==> config.mk <==
export PLATFORM = sky130hd
export DESIGN_NAME = lis3dh_spi_responder_flat
export DESIGN_NICKNAME = d
export VERILOG_FILES = /design/src/rtl/lis3dh_spi_responder_if.sv /design/src/rtl/lis3dh_spi_responder.sv /design/src/flat_wrapper.sv
export SDC_FILE = /design/constraint.sdc
export NUM_CORES = 1
export LEC_CHECK = 0
export CAP_MARGIN = 5
export CORE_MARGIN = 1.5
export CORE_UTILIZATION = 54
export DETAILED_ROUTE_END_ITERATION = 10
export PLACE_DENSITY_LB_ADDON = 0.2
export SLEW_MARGIN = 5
export SYNTH_ARGS = -nofsm -noshare
export SYNTH_HDL_FRONTEND = slang
export SYNTH_SLANG_ARGS = --single-unit
==> constraint.sdc <==
create_clock -name clk -period 3.5 [get_ports clk]
set_clock_uncertainty 0.15 [all_clocks]
set_input_delay 0.875 -clock clk [delete_from_list [all_inputs] [get_ports clk]]
set_output_delay 0.875 -clock clk [all_outputs]
set_load 0.05 [all_outputs]
==> src/rtl/lis3dh_spi_responder_if.sv <==
// SPI pins plus register-file port of the LIS3DH responder.
// master: SPI controller / register file side; slave: the responder.
interface lis3dh_spi_responder_if;
    logic       cs;
    logic       spc;
    logic       sdi;
    logic       sdo;
    logic [5:0] reg_addr;
    logic [7:0] reg_wdata;
    logic       reg_wr;
    logic       reg_rd;
    logic [7:0] reg_rdata;
    logic       busy;

    modport master (
        output cs, spc, sdi, reg_rdata,
        input  sdo, reg_addr, reg_wdata, reg_wr, reg_rd, busy
    );

    modport slave (
        input  cs, spc, sdi, reg_rdata,
        output sdo, reg_addr, reg_wdata, reg_wr, reg_rd, busy
    );
endinterface

==> src/rtl/lis3dh_spi_responder.sv <==
// LIS3DH-style SPI mode-3 responder bridging to a 6-bit register-file port.
// Define LIS3DH_SPI_AUTOINC_EN to honour the MS bit (per-byte address increment).
module lis3dh_spi_responder (
    input  logic                  clk,
    input  logic                  reset_n,
    lis3dh_spi_responder_if.slave bus
);
    localparam logic [2:0] IDLE    = 3'd0;
    localparam logic [2:0] CMD     = 3'd1;
    localparam logic [2:0] WR_DATA = 3'd2;
    localparam logic [2:0] RD_LOAD = 3'd3;
    localparam logic [2:0] RD_DATA = 3'd4;

    logic [2:0] state;
    logic       cs_p0, cs_p1, cs_p2;
    logic       spc_p0, spc_p1, spc_p2;
    logic       sdi_p0, sdi_p1;
    logic       spc_rise, spc_fall, cs_fall;
    logic [2:0] bit_cnt;
    logic       byte_done;
    logic [6:0] rx_sr;
    logic [7:0] rx_byte;
    logic [7:0] tx_sr;
    logic       tx_shift;
    logic       first_fall;
    logic       ms_q;
    logic       inc_en;

    function automatic logic [5:0] addr_next(input logic [5:0] a);
        return a + 6'd1;
    endfunction

`ifdef LIS3DH_SPI_AUTOINC_EN
    assign inc_en = ms_q;
`else
    assign inc_en = ms_q & 1'b0;
`endif

    // p0/p1: two-flop synchronizers; p2: edge history for cs and spc
    always_ff @(posedge clk or negedge reset_n) begin
        if (!reset_n) begin
            cs_p0  <= 1'b1;
            cs_p1  <= 1'b1;
            cs_p2  <= 1'b1;
            spc_p0 <= 1'b1;
            spc_p1 <= 1'b1;
            spc_p2 <= 1'b1;
        end else begin
            cs_p0  <= bus.cs;
            cs_p1  <= cs_p0;
            cs_p2  <= cs_p1;
            spc_p0 <= bus.spc;
            spc_p1 <= spc_p0;
            spc_p2 <= spc_p1;
        end
    end

    always_ff @(posedge clk) begin
        sdi_p0 <= bus.sdi;
        sdi_p1 <= sdi_p0;
    end

    assign spc_rise  = spc_p1 & ~spc_p2;
    assign spc_fall  = ~spc_p1 & spc_p2;
    assign cs_fall   = ~cs_p1 & cs_p2;
    assign rx_byte   = {rx_sr, sdi_p1};
    assign byte_done = spc_rise && (bit_cnt == 3'd7);

    always_ff @(posedge clk) begin
        if (spc_rise)
            rx_sr <= rx_byte[6:0];
    end

    // The load already presents bit7, so the first fall after a load must not shift.
    assign tx_shift = (state == RD_DATA) && spc_fall && !first_fall;

    always_ff @(posedge clk) begin
        if (state == RD_LOAD)
            tx_sr <= bus.reg_rdata;
        else if (tx_shift)
            tx_sr <= {tx_sr[6:0], 1'b1};
    end

    assign bus.sdo  = ((state == RD_DATA) || (state == RD_LOAD)) ? tx_sr[7] : 1'b1;
    assign bus.busy = (state != IDLE);

    always_ff @(posedge clk or negedge reset_n) begin
        if (!reset_n) begin
            state         <= IDLE;
            bit_cnt       <= 3'd0;
            ms_q          <= 1'b0;
            first_fall    <= 1'b0;
            bus.reg_addr  <= 6'd0;
            bus.reg_wdata <= 8'd0;
            bus.reg_wr    <= 1'b0;
            bus.reg_rd    <= 1'b0;
        end else begin
            bus.reg_wr <= 1'b0;
            bus.reg_rd <= 1'b0;
            if (bus.reg_wr && inc_en)
                bus.reg_addr <= addr_next(bus.reg_addr);

            if ((state != IDLE) && cs_p1) begin
                state   <= IDLE;
                bit_cnt <= 3'd0;
            end else begin
                case (state)
                    IDLE: begin
                        if (cs_fall) begin
                            state   <= CMD;
                            bit_cnt <= 3'd0;
                        end
                    end
                    CMD: begin
                        // reg_rd is registered, so RD_LOAD starts the cycle reg_rdata is valid
                        if (bus.reg_rd) begin
                            state <= RD_LOAD;
                        end else if (spc_rise) begin
                            bit_cnt <= bit_cnt + 3'd1;
                            if (byte_done) begin
                                ms_q         <= rx_byte[6];
                                bus.reg_addr <= rx_byte[5:0];
                                if (rx_byte[7])
                                    bus.reg_rd <= 1'b1;
                                else
                                    state <= WR_DATA;
                            end
                        end
                    end
                    WR_DATA: begin
                        if (spc_rise) begin
                            bit_cnt <= bit_cnt + 3'd1;
                            if (byte_done) begin
                                bus.reg_wr    <= 1'b1;
                                bus.reg_wdata <= rx_byte;
                            end
                        end
                    end
                    RD_LOAD: begin
                        state      <= RD_DATA;
                        first_fall <= 1'b1;
                    end
                    RD_DATA: begin
                        if (bus.reg_rd) begin
                            state <= RD_LOAD;
                        end else begin
                            if (spc_fall)
                                first_fall <= 1'b0;
                            if (spc_rise) begin
                                bit_cnt <= bit_cnt + 3'd1;
                                if (byte_done) begin
                                    bus.reg_rd <= 1'b1;
                                    if (inc_en)
                                        bus.reg_addr <= addr_next(bus.reg_addr);
                                end
                            end
                        end
                    end
                    default: begin
                        state   <= IDLE;
                        bit_cnt <= 3'd0;
                    end
                endcase
            end
        end
    end
endmodule

==> src/flat_wrapper.sv <==
// flat-port wrapper written by rule: the top's interface ports become plain ports
module lis3dh_spi_responder_flat 
  (clk, reset_n, bus_cs, bus_spc, bus_sdi, bus_reg_rdata, bus_sdo, bus_reg_addr, bus_reg_wdata, bus_reg_wr, bus_reg_rd, bus_busy);
  lis3dh_spi_responder_if bus_i ();
  input  logic clk;
  input  logic reset_n;
  input wire logic [$bits(bus_i.cs)-1:0] bus_cs;
  input wire logic [$bits(bus_i.spc)-1:0] bus_spc;
  input wire logic [$bits(bus_i.sdi)-1:0] bus_sdi;
  input wire logic [$bits(bus_i.reg_rdata)-1:0] bus_reg_rdata;
  output wire logic [$bits(bus_i.sdo)-1:0] bus_sdo;
  output wire logic [$bits(bus_i.reg_addr)-1:0] bus_reg_addr;
  output wire logic [$bits(bus_i.reg_wdata)-1:0] bus_reg_wdata;
  output wire logic [$bits(bus_i.reg_wr)-1:0] bus_reg_wr;
  output wire logic [$bits(bus_i.reg_rd)-1:0] bus_reg_rd;
  output wire logic [$bits(bus_i.busy)-1:0] bus_busy;
  assign bus_i.cs = bus_cs;
  assign bus_i.spc = bus_spc;
  assign bus_i.sdi = bus_sdi;
  assign bus_i.reg_rdata = bus_reg_rdata;
  assign bus_sdo = bus_i.sdo;
  assign bus_reg_addr = bus_i.reg_addr;
  assign bus_reg_wdata = bus_i.reg_wdata;
  assign bus_reg_wr = bus_i.reg_wr;
  assign bus_reg_rd = bus_i.reg_rd;
  assign bus_busy = bus_i.busy;
  lis3dh_spi_responder u_core (.clk(clk), .reset_n(reset_n), .bus(bus_i));
endmodule
* After elaboration in Yosys (flattened, before gate mapping)
Cells that the tools add are included.
** Storage, ports and cells
- Register bits after elaboration :: 46
- Latch bits :: 0
- Bits in writable memories :: 0
- Memory bits (read-only) :: 0
- Input port bits :: 13
- Output and inout bits :: 18
- Logic and storage cells :: 87
- Memories :: 0
** Operators by class
- Add/sub/neg operators :: 1
- Multipliers :: 0
- Divide/modulo/power cells :: 0
- $lt $le $gt $ge :: 0
- Equality and inequality tests :: 15
- Shift-type cells :: 0
- Muxes and demuxes :: 30
- Bitwise operators :: 8
- Reductions and logical operators :: 16
** Operators by type and width (number)
- 2-to-1 mux 3 bit :: 11
- 2-to-1 mux 8 bit :: 2
- one-hot mux 3 bit (5 select lines) :: 1
- 2-to-1 mux 1 bit :: 13
- one-hot mux 3 bit (4 select lines) :: 1
- inequality test 4 x 1 -> 1 bit (second input constant) :: 2
- AND reduction 4 bit :: 2
- equality test 3 x 2 -> 1 bit (second input constant) :: 2
- equality test 3 bit (second input constant) :: 2
- AND reduction 6 bit :: 1
- inverter 1 bit :: 5
- AND reduction 5 bit :: 1
- logical AND 1 bit :: 4
- inequality test 2 x 1 -> 1 bit (second input constant) :: 2
- inequality test 2 bit (second input constant) :: 2
- inequality test 4 x 3 -> 1 bit (second input constant) :: 1
- one-hot mux 1 bit (2 select lines) :: 2
- nonzero test 2 bit :: 2
- adder 3 x 1 -> 3 bit (second input constant) :: 1
- bitwise AND 1 bit :: 3
- equality test 3 x 1 -> 1 bit (second input constant) :: 1
- zero test 3 bit :: 1
- inequality test 3 x 1 -> 1 bit (second input constant) :: 1
- inequality test 3 x 2 -> 1 bit (second input constant) :: 1
- 6 further kinds :: 6

* Logic depth before layout (Yosys ltp)
- Depth after elaboration :: 8
- Mapped depth :: 6
- Mapped depth without buffers :: 5

* Worst setup path before layout
Ideal clock, no wire load.
- Kind :: reg2out
- From :: register u_core.state[0]
- To :: output bus_sdo
- Arrival time :: 1.438 ns
- Data required time :: 2.475 ns
- Path slack :: 1.037 ns
- Cell stages (with the launch flop) :: 5
- Path buffers :: 2
- Path through :: dfrtp_1 > clkbuf_1 > nand3b_1 > clkbuf_1 > a21o_1
** On the way
- Cells in the longest elaborated chain, start to end :: 3
- Elaborated cells on any way between the ends :: 4
- Classes of those cells :: 2 x eq/ne; 1 x mux; 1 x reduce/logical
** Ends and longest elaborated chain
- from (decl) :: line lis3dh_spi_responder.sv:14 : logic [2:0] state;
- from (signal assigned) :: line lis3dh_spi_responder.sv:89 : state <= IDLE;
- from (signal assigned) :: line lis3dh_spi_responder.sv:104 : state <= IDLE;
- from (signal assigned) :: line lis3dh_spi_responder.sv:110 : state <= CMD;
- equality test 3 bit / equality test 3 x 2 -> 1 bit (equally long branches) :: line lis3dh_spi_responder.sv:84 : assign bus.sdo = ((state == RD_DATA) || (state == RD_LOAD)) ? tx_sr[7] : 1'b1;
- logical OR 1 bit (*) :: line lis3dh_spi_responder.sv:84
- 2-to-1 mux 1 bit (*) :: line lis3dh_spi_responder.sv:84
- to (decl) :: line flat_wrapper.sv:11 : output wire logic [$bits(bus_i.sdo)-1:0] bus_sdo;
Mark *: on every way between the ends. The rest lies on a longest branch, timed or not.

* Worst setup path after layout
- From :: register u_core.state[2]
- To :: output bus_sdo
The elaborated chain is that of the path after synthesis.

==> results.py <==
metrics = {
    "run_status": {
        "status": "complete, no violations",
    },
    "worst_setup_path": {
        "start_kind": "flop",
        "r2r_cells": 4,
        "reg2reg_slack_ns": 1.23,
        "slowest_stage": "clkdlybuf4s50_1",
        "crit_chain": "nand3b_1 > buf_4 > a21o_1 > clkdlybuf4s50_1",
        "crit_fanout": 16,
        "max_stage_delay_ns": 0.79,
        "cp.depth": 4,
        "regToRegStartpoint": "u_core.spc_p1$_DFF_PN1_",
        "startpoint": "u_core.state[2]$_DFFE_PN0P_",
        "crit_arrival_ns": 2.26,
        "worst-endpoint-required_ns": 2.47,
        "r2r_end": "u_core.bus.reg_addr[1]$_DFFE_PN0P_",
        "end_kind": "output port",
        "crit_end": "bus_sdo",
        "path_delay_family": "buffers and inverters",
        "cp_num_buf_inv": 2,
        "path_class": "flop to output port",
    },
    "timing": {
        "fin_ws_ns": 0.2170,
        "finalCriticalPeriod_ns": 3.283,
        "rsz0062_at_grt": "no",
        "setup_tns_ns": 0,
        "worst_slew_pin_slew_ns": 0.5102,
        "max_slew_margin_pct": 65.88,
        "fmax_mhz": 304.6,
        "setup_viol": 0,
        "timing.final.crit_share_pct": 93.80,
        "slew_viol_final": 0,
        "finalHoldViolCount": 0,
    },
    "clocking": {
        "clk_latency_ns": 0.36,
        "cts_sinks": 46,
        "cts_max_level": 2,
        "post_cts_buffers": 0,
        "clk_path_buf_depth": 2,
        "cts_resized": 0,
        "cts_tree": "yes",
        "root_buffer": "clkbuf_4",
        "clkSlewWorstSetupHoldPaths_ns": 0.13,
        "hold_buffers": 0,
        "cts_buffers": 5,
    },
    "layout": {
        "antennaDiodeCount": 0,
        "fillers": 275,
        "seq_area_um2": 1224,
        "nets": 175,
        "finalCoreUtilization_pct": 68.23,
        "drive_above_1_share_pct": 28.57,
        "multiInputGateArea_um2": 620.6,
        "stdcell_count": 207,
        "synthToLayoutAreaGrowth_pct": 20.90,
    },
    "die": {
        "dieArea_um2": 3879,
        "core-area_um2": 3363,
        "initial_utilization_pct": 56.44,
        "die_h_um": 62.29,
        "die_w_um": 62.29,
        "ios": 31,
        "row_count": 21,
    },
    "power": {
        "powerDensity_nw_per_um2": 375.2,
        "power.switching_w": 0.0001949,
        "p_comb_share_pct": 4.7,
        "p_seq_share_pct": 66.8,
        "internal-power_w": 0.0006661,
        "p_sw_share_pct": 22.63,
        "power.share.clock_pct": 28.5,
        "max-vdd-ir-drop_mv": 0.3726,
        "leakage_nw": 1.003,
    },
    "placed_design": {
        "dpl_worst_slack_ns": 0.6190,
        "placed_cells": 199,
        "portBuffers": 30,
        "gp_congestion": 0.8853,
        "hpwl_mm": 2.216,
    },
    "yosys": {
        "synth.most_common_cell": "dfrtp_1",
        "avgSynthCellArea_um2": 15.06,
        "yosys_warnings": 0,
        "synth_top_area_share_pct": 30.32,
        "synth-seq-cells": 46,
        "yosysSeqAreaShare_pct": 64.47,
        "synth_area_leaders": "dfrtp_1 30%, edfxtp_1 24%, mux2_2 8.9%",
        "async_reset_ff_share_pct": 63.04,
        "synth_cell_types": 41,
        "netlist_instances": 126,
        "synthTopCellsByCount": "23 x dfrtp_1, 15 x edfxtp_1, 15 x mux2_2, 6 x dfstp_2, 6 x mux2_4",
        "ys.flop_type": "dfrtp_1",
        "netlist_area_um2": 1898,
        "synth_nets": 141,
        "yosysTopAreaCell": "dfrtp_1",
        "synth_edf_count": 15,
    },
    "flow_run": {
        "drv_cap": 0,
    },
    "worst_hold_path": {
        "min_path_type": "flop to flop",
        "hp-start": "u_core.sdi_p0$_DFF_P_",
    },
    "routing": {
        "post-route-drc-count": 0,
        "wirelength_mm": 3.200,
        "vias": 1157,
        "wire_per_inst_um": 15.46,
        "postRouteAntennaNets": 0,
        "dr.first_iter.drc_count": 87,
        "drtPass1Iterations": 4,
        "routed_via_density": 5.589,
    },
    "global_routing": {
        "grt_pass1_vias": 1120,
        "grt.total_usage_pct": 18.06,
        "grt_first_pass_wirelength_mm": 5.257,
        "grt_overflow": 0,
        "antenna_found_initial": 0,
        "grt_max_degree": 30,
    },
}
-- cell families after synthesis --
| logic type | after synthesis | synth area share (%) |
|---|---|---|
| DFF | 46 | 64.47 |
| adders and majority gates | 2 | 1.318 |
| xor gates and xnor gates | 1 | 0.4615 |
| and+or+nand+nor | 26 | 8.899 |
| AOI/OAI and AO/OA | 19 | 7.780 |
| buffers and inverters | 10 | 2.834 |
| muxes | 22 | 14.24 |
-- registers in the layout, indices dropped and copies added, names as in the netlist --
signal,cells
u_core.state,3
u_core.cs_p1,1
u_core.tx_sr,8
u_core.first_fall,1
u_core.rx_sr,7
u_core.bus.reg_rd,1
u_core.bus.reg_wdata,8
u_core.spc_p0,1
u_core.spc_p1,1
u_core.cs_p2,1
u_core.spc_p2,1
u_core.bus.reg_wr,1
u_core.bus.reg_addr,6
u_core.sdi_p0,1
u_core.sdi_p1,1
u_core.bit_cnt,3
u_core.cs_p0,1
-- per-stage QoR --
step                      area, µm²  total power (W)  hold slack, ns
after global routing           2295        0.0008998          0.2042
after CTS                      2295        0.0008743          0.1950
after global placement         2240        0.0006243          0.1618
after floorplan                1898        0.0005997          0.1596
after detailed placement       2240        0.0006268          0.1647
final                          2295        0.0008610          0.1919
-- placed cells by master, fill, tap and decap left out, types with 2 or more instances in the layout --
| master | netlist | routed |
|---|---|---|
| mux2_2 | 15 | 15 |
| buf_4 | 0 | 3 |
| edfxtp_1 | 15 | 15 |
| nor2_1 | 4 | 4 |
| nand2_1 | 4 | 4 |
| or3_1 | 2 | 2 |
| clkbuf_4 | 0 | 5 |
| o21ai_0 | 4 | 4 |
| o41ai_1 | 2 | 2 |
| nand2b_1 | 4 | 4 |
| inv_1 | 3 | 3 |
| mux2_4 | 6 | 6 |
| clkdlybuf4s50_1 | 0 | 30 |
| or2_2 | 4 | 4 |
| a22o_1 | 2 | 2 |
| dfxtp_1 | 2 | 2 |
| ha_1 | 2 | 2 |
| dfstp_2 | 6 | 6 |
| dfrtp_1 | 23 | 23 |
-- power groups by stage --
| stage | combinational (W) | sequential [W] | clock, W |
|---|---|---|---|
| CTS | 0.0000408 | 0.000575 | 0.000258 |
| detailed placement | 0.0000406 | 0.000586 | 0 |
| floorplan | 0.0000178 | 0.000582 | 0 |
| global placement | 0.0000395 | 0.000585 | 0 |
| finish | 0.0000401 | 0.000575 | 0.000246 |
| global route | 0.0000445 | 0.000577 | 0.000278 |
-- final cells by class --
type	instances	area share (%)
clock buffer	6	1.799
clock inverter	2	0.5998
inverter	4	0.6543
multi-input combinational	70	27.04
sequential	46	53.33
tap	46	2.508
timing repair buffer	33	14.07
-- routing by layer --
metal  share of wire (%)  vias to the layer above  track usage [%]
met2                  50                       40            28.80
met5                   0                        -                0
met4                 2.6                        0            8.611
met3                 5.1                        8            5.978
met1                  43                      581            22.38
li1                    -                      528                -
-- worst register-to-register path, stage by stage, from the launching register on --
cell and delay (ns):
dfstp_2 0.58, nor2b_4 0.35, nand3_2 0.15, or4_4 0.60
mux2_4 0.34
-- worst min path at each step --
stage / end / cells past startpoint
6_report: u_core.sdi_p1$_DFF_P_ / 0
5_1_grt: u_core.sdi_p1$_DFF_P_ / 0
4_1_cts: u_core.sdi_p1$_DFF_P_ / 0
2_1_floorplan: u_core.sdi_p1$_DFF_P_ / 0
3_3_place_gp: u_core.sdi_p1$_DFF_P_ / 0
3_5_place_dp: u_core.sdi_p1$_DFF_P_ / 0
Note: power is estimated with default switching activity, not from simulation.
